$ cat config.mk
export PLATFORM = sky130hd
export DESIGN_NAME = cmp_seq_ctrl
export DESIGN_NICKNAME = d
export VERILOG_FILES = /design/src/rtl/cmp_pkg.sv /design/src/rtl/cmp_nibble.sv /design/src/rtl/cmp_seq_ctrl.sv
export SDC_FILE = /design/constraint.sdc
export NUM_CORES = 1
export LEC_CHECK = 0
export ABC_AREA = 1
export CAP_MARGIN = 5
export CORE_MARGIN = 4
export CORE_UTILIZATION = 56
export CTS_CLUSTER_DIAMETER = 50
export CTS_CLUSTER_SIZE = 16
export DETAILED_ROUTE_END_ITERATION = 6
export PLACE_DENSITY_LB_ADDON = 0.08
export SLEW_MARGIN = 20
export SYNTH_ARGS = -nofsm -noshare
export SYNTH_HDL_FRONTEND = slang
export SYNTH_SLANG_ARGS = --single-unit
$ cat constraint.sdc
create_clock -name clk -period 7.55 [get_ports clk]
set_clock_uncertainty 0.1 [all_clocks]
set_input_delay 1.1325 -clock clk [delete_from_list [all_inputs] [get_ports clk]]
set_output_delay 1.1325 -clock clk [all_outputs]
set_load 0.05 [all_outputs]
$ cat src/rtl/cmp_pkg.sv
`default_nettype none
// ============================================================================
// Module   : cmp_pkg
// Purpose  : Shared types and constants for the nibble-serial comparator
//            sequencer (state encoding, nibble width, result codes).
// Revision : 1.0 - initial release
// ============================================================================
package cmp_pkg;

  localparam int NIB_W = 4;

  typedef enum logic [1:0] {
    IDLE = 2'd0,
    RUN  = 2'd1,
    DONE = 2'd2
  } state_t;

  // Encoding of a recorded nibble difference (pending register in
  // constant-time mode) and of the final latched result.
  localparam logic [1:0] RES_EQ = 2'd0;
  localparam logic [1:0] RES_GT = 2'd1;
  localparam logic [1:0] RES_LT = 2'd2;

endpackage
`default_nettype wire

$ cat src/rtl/cmp_nibble.sv
`default_nettype none
// ============================================================================
// Module   : cmp_nibble
// Purpose  : Combinational 4-bit unsigned magnitude comparator slice.
//            Exactly one of eq/gt/lt is high for any input pair.
// Revision : 1.0 - initial release
// ============================================================================
module cmp_nibble
  import cmp_pkg::*;
(
  input  logic [NIB_W-1:0] x,
  input  logic [NIB_W-1:0] y,
  output logic             eq,
  output logic             gt,
  output logic             lt
);

  assign eq = (x == y);
  assign gt = (x > y);
  assign lt = (x < y);

endmodule
`default_nettype wire

$ cat src/rtl/cmp_seq_ctrl.sv
`default_nettype none
// ============================================================================
// Module   : cmp_seq_ctrl
// Purpose  : Compares two wide unsigned operands one nibble per clock through
//            a single shared cmp_nibble slice, MSB nibble first, with a
//            start/busy/done handshake and a latched one-hot result.
// Revision : 1.0 - initial release
// ============================================================================
module cmp_seq_ctrl
  import cmp_pkg::*;
#(
  parameter int NIBBLES    = 4,
  parameter bit EARLY_EXIT = 1'b1
) (
  input  logic                     clk,
  input  logic                     rst,
  input  logic                     start,
  input  logic [NIB_W*NIBBLES-1:0] a,
  input  logic [NIB_W*NIBBLES-1:0] b,
  output logic                     busy,
  output logic                     done,
  output logic                     eq,
  output logic                     gt,
  output logic                     lt,
  output logic [3:0]               steps
);

  localparam int         W      = NIB_W * NIBBLES;
  localparam logic [3:0] C_N    = 4'(NIBBLES);
  localparam logic [3:0] C_LAST = 4'(NIBBLES - 1);

  state_t           r_state;
  state_t           w_next;
  logic [W-1:0]     r_a;
  logic [W-1:0]     r_b;
  logic [3:0]       r_idx;
  logic [1:0]       r_pend;
  logic [1:0]       w_pend_nx;
  logic [1:0]       w_res;
  logic [1:0]       w_slice_res;
  logic             w_accept;
  logic             w_step;
  logic             w_load;
  logic [NIB_W-1:0] w_xa;
  logic [NIB_W-1:0] w_xb;
  logic             w_seq;
  logic             w_sgt;
  logic             w_slt;

  // Select the nibble currently addressed by the index from both operands.
  always_comb begin
    w_xa = '0;
    w_xb = '0;
    for (int i = 0; i < NIBBLES; i++) begin
      if (r_idx == 4'(i)) begin
        w_xa = r_a[i*NIB_W +: NIB_W];
        w_xb = r_b[i*NIB_W +: NIB_W];
      end
    end
  end

  cmp_nibble u_slice (
    .x  (w_xa),
    .y  (w_xb),
    .eq (w_seq),
    .gt (w_sgt),
    .lt (w_slt)
  );

  assign w_slice_res = w_seq ? RES_EQ : (w_sgt ? RES_GT : RES_LT);

  // Only the MSB-most difference is kept; once recorded it is never replaced.
  assign w_pend_nx = ((r_pend == RES_EQ) && !w_seq) ? w_slice_res : r_pend;

  // State register.
  always_ff @(posedge clk or posedge rst) begin
    if (rst) r_state <= IDLE;
    else     r_state <= w_next;
  end

  // Next-state logic, accept/step/load strobes and result selection.
  always_comb begin
    w_next   = r_state;
    w_accept = 1'b0;
    w_step   = 1'b0;
    w_load   = 1'b0;
    w_res    = RES_EQ;
    case (r_state)
      IDLE: begin
        if (start) begin
          w_next   = RUN;
          w_accept = 1'b1;
        end
      end
      RUN: begin
        if (EARLY_EXIT && !w_seq) begin
          w_next = DONE;
          w_load = 1'b1;
          w_res  = w_slice_res;
        end else if (r_idx == 4'd0) begin
          w_next = DONE;
          w_load = 1'b1;
          if (EARLY_EXIT)               w_res = w_slice_res;
          else if (r_pend != RES_EQ)    w_res = r_pend;
          else                          w_res = w_slice_res;
        end else begin
          w_step = 1'b1;
        end
      end
      DONE:    w_next = IDLE;
      default: w_next = IDLE;
    endcase
  end

  // Operand capture, nibble index, pending difference and result latches.
  always_ff @(posedge clk or posedge rst) begin
    if (rst) begin
      r_a    <= '0;
      r_b    <= '0;
      r_idx  <= C_LAST;
      r_pend <= RES_EQ;
      eq     <= 1'b0;
      gt     <= 1'b0;
      lt     <= 1'b0;
      steps  <= 4'd0;
    end else begin
      if (w_accept) begin
        r_a    <= a;
        r_b    <= b;
        r_idx  <= C_LAST;
        r_pend <= RES_EQ;
      end else if (w_step) begin
        r_idx  <= r_idx - 4'd1;
        r_pend <= w_pend_nx;
      end
      if (w_load) begin
        eq    <= (w_res == RES_EQ);
        gt    <= (w_res == RES_GT);
        lt    <= (w_res == RES_LT);
        steps <= C_N - r_idx;
      end
    end
  end

  assign busy = (r_state != IDLE);
  assign done = (r_state == DONE);

endmodule
`default_nettype wire
==> flow_metrics.env <==
export IMPL_status="complete, no violations"
export IMPL_combPwrFrac_pct=47.4
export IMPL_drv_cap=0
export IMPL_end_kind="register"
export IMPL_synth_top_area_share_pct=45.87
export IMPL_grt_antenna_before_repair=0
export IMPL_hold_end="r_b[9]"
export IMPL_nNetsFinal=382
export IMPL_reg2regPathDepth=15
export IMPL_place_hpwl_um=3545
export IMPL_fmax_mhz=332.2
export IMPL_synth_fp_nets=343
export IMPL_period_share_pct=39.87
export IMPL_grt_pass1_vias=1811
export IMPL_setup_viol=0
export IMPL_diodes=0
export IMPL_via_per_inst=5.044
export IMPL_hp_class="reg2reg"
export IMPL_cts_hold_fix_buffers=0
export IMPL_p_leak_uw=0.001525
export IMPL_worst_path_stages=5
export IMPL_vdd_drop_max_mv=0.1907
export IMPL_grt_overflow_total=0
export IMPL_place_area_um2=2775
export IMPL_fin_crit_ps=3010
export IMPL_cp_data_arrival_time_ps=3120
export IMPL_gp_congestion=0.9456
export IMPL_io_buffers=43
export IMPL_cts_made_buffers=5
export IMPL_crit_type="in2reg"
export IMPL_core_area_um2=4029
export IMPL_area_delta_synth_final_pct=21.71
export IMPL_yosys_warnings=0
export IMPL_syn_cell_area_um2=2346
export IMPL_clockRootBuffer="clkbuf_8"
export IMPL_ys_seq_area_share_pct=48.11
export IMPL_routed_wl_um=4873
export IMPL_synth_top_cell_by_area="dfrtp_1"
export IMPL_holdPathStages=2
export IMPL_die_w_um=72.73
export IMPL_swShare_pct=43.52
export IMPL_final_hold_violation_count=0
export IMPL_syn_inst=299
export IMPL_cts_tree="done"
export IMPL_crit_chain="clkdlybuf4s50_1, nand3_2, inv_2, nand2_1, o21ai_0"
export IMPL_wl_per_cell_um=12.53
export IMPL_cpMaxStageDelayCell="inv_2"
export IMPL_clkLatencyLatePin_ps=290
export IMPL_die_area_um2=5289
export IMPL_clockPowerShare_pct=13.6
export IMPL_fin_area_um2=2855
export IMPL_synth_seq_cells=45
export IMPL_cp_max_fo=36
export IMPL_reg2reg_slack_ps=4650
export IMPL_initial_utilization_pct=58.23
export IMPL_clock_sinks=45
export IMPL_crit_buf_inv=2
export IMPL_grt_pass1_wl_um=8142
export IMPL_tightest_slew_ps=710.2
export IMPL_vias=1962
export IMPL_critPathLaunchType="input pin"
export IMPL_avgSynthCellArea_um2=7.846
export IMPL_ys_types=25
export IMPL_fin_setup_tns_ps=0
export IMPL_htree_levels=2
export IMPL_power_uw=1038
export IMPL_switchingPower_uw=451.9
export IMPL_yosys_top_cells_area="dfrtp_1 46%, nand2_1 21%, ha_1 4.8%"
export IMPL_hold_slack_ps=380.2
export IMPL_power_density_nw_per_um2=363.7
export IMPL_row_count=23
export IMPL_p_seq_share_pct=38.9
export IMPL_cts_buffer_depth=2
export IMPL_r2r_start="r_idx[0]"
export IMPL_slew_headroom_pct=52.60
export IMPL_rsz0062_at_grt="false"
export IMPL_min_from="r_b[9]"
export IMPL_grt_max_degree=46
export IMPL_layout_drive_gt1_share_pct=6.195
export IMPL_worst_r2r_endpoint="steps[3]"
export IMPL_boundaryPins=44
export IMPL_route_detailed_drc=0
export IMPL_track_usage_pct=19.78
export IMPL_die_h_um=72.73
export IMPL_post_cts_buffers=0
export IMPL_drtPass1Iterations=4
export IMPL_final_antenna_net_count=0
export IMPL_worstPathRequired_ps=7660
export IMPL_crit_family="buffers and inverters"
export IMPL_clkTransAtPathRegs_ps=80
export IMPL_drt_iter0_drc=113
export IMPL_cts_resized_gates=0
export IMPL_slew_violations=0
export IMPL_cp_slowest_stage_delay_ps=700
export IMPL_internal_power_uw=586.5
==> cell usage after synthesis <==
| library cell | number |
|---|---|
| buf_2 | 6 |
| nand3_1 | 19 |
| buf_4 | 1 |
| o21ai_1 | 2 |
| o21bai_1 | 1 |
| nand2_1 | 134 |
| nand3_2 | 2 |
| nor2_8 | 1 |
| o21ai_2 | 4 |
| buf_6 | 2 |
| nand3b_1 | 4 |
| nand4_1 | 9 |
| clkbuf_1 | 3 |
| xnor2_1 | 1 |
| o21ai_0 | 8 |
| xor2_1 | 2 |
| nand2_2 | 4 |
| inv_2 | 2 |
| a21oi_1 | 5 |
| ha_1 | 9 |
| dfstp_2 | 2 |
| nor3_1 | 1 |
| inv_1 | 25 |
| dfrtp_1 | 43 |
| nor2_1 | 9 |
==> cells in the final DEF (no fill, tap or decap), drive strengths merged <==
master,synthesis,routed
buf,9,1
dfrtp,43,43
xor2,2,2
ha,9,9
inv,27,27
nor3,1,1
dfstp,2,2
clkdlybuf4s50,0,43
nand3,21,21
nand2,138,138
nand3b,4,4
o21ai,14,14
nor2,10,10
a21oi,5,5
nand4,9,9
xnor2,1,1
clkbuf,3,8
o21bai,1,1
==> layout make-up <==
class	instances	area, um2
fillers	335	1174
repair buffers	44	437.9
flip-flops and latches	45	1129
well taps	50	62.56
inverters	27	101.3
clock buffers	8	80.08
multi-input cells	215	1045
==> layer usage <==
layer  track usage [%]  wire (um)
met4             5.533         68
met5                 0          0
met2             33.07       2344
met1             25.83       2174
met3             4.545        286
==> power by group through the flow <==
stage | Combinational, uW | Sequential (uW) | Clock [uW]
2_1_floorplan | 340 | 437 | 0
3_3_place_gp | 481 | 406 | 0
3_5_place_dp | 495 | 409 | 0
4_1_cts | 498 | 404 | 144
5_1_grt | 557 | 417 | 154
6_report | 493 | 404 | 141
==> how the worst max path moves through the flow <==
stage / start / end / slack, ps
final: start / r_b[15] / 4540
after global placement: start / r_b[13] / 4290
after detailed placement: start / r_a[12] / 4190
after CTS: start / r_a[12] / 4500
after global routing: start / r_a[12] / 4350
after floorplan: r_idx[0] / steps[0] / 5100
==> worst register-to-register path, stage by stage (launching register included) <==
cell and delay [ps]:
dfstp_2 580, ha_1 290, inv_2 140, nor3_1 420, nand2_1 100, nand3_1 100, nand2_1 70, nand2_1 60
ha_1 140, nand2_1 70, nor2_1 210, nand2_1 100, nand2_2 220, inv_1 90, nand2_1 70, nand2_1 40
==> kinds of logic after synthesis <==
| kind of cell | Yosys count | share of synthesized area (%) |
|---|---|---|
| xor gates and xnor gates | 3 | 1.120 |
| adders and majority gates | 9 | 4.800 |
| buffers and inverters | 39 | 7.360 |
| AOI/OAI and AO/OA | 20 | 5.013 |
| and+or+nand+nor | 183 | 33.60 |
| DFF | 45 | 48.11 |
==> per-stage QoR <==
| stage | std cells | utilization [%] | setup WS (ps) |
|---|---|---|---|
| 3_5_place_dp | 381 | 68.88 | 4192 |
| 3_3_place_gp | 381 | 68.88 | 4288 |
| 6_report | 389 | 70.87 | 4540 |
| 2_1_floorplan | 299 | - | 5102 |
| 4_1_cts | 389 | 70.87 | 4504 |
| 5_1_grt | 389 | 70.87 | 4355 |
==> sequential cells by signal, indices dropped and copies added (netlist names) <==
name,count
eq,1
gt,1
lt,1
r_a,16
r_b,16
r_idx,4
r_state,2
steps,4
(Power assumes the default switching activity.)
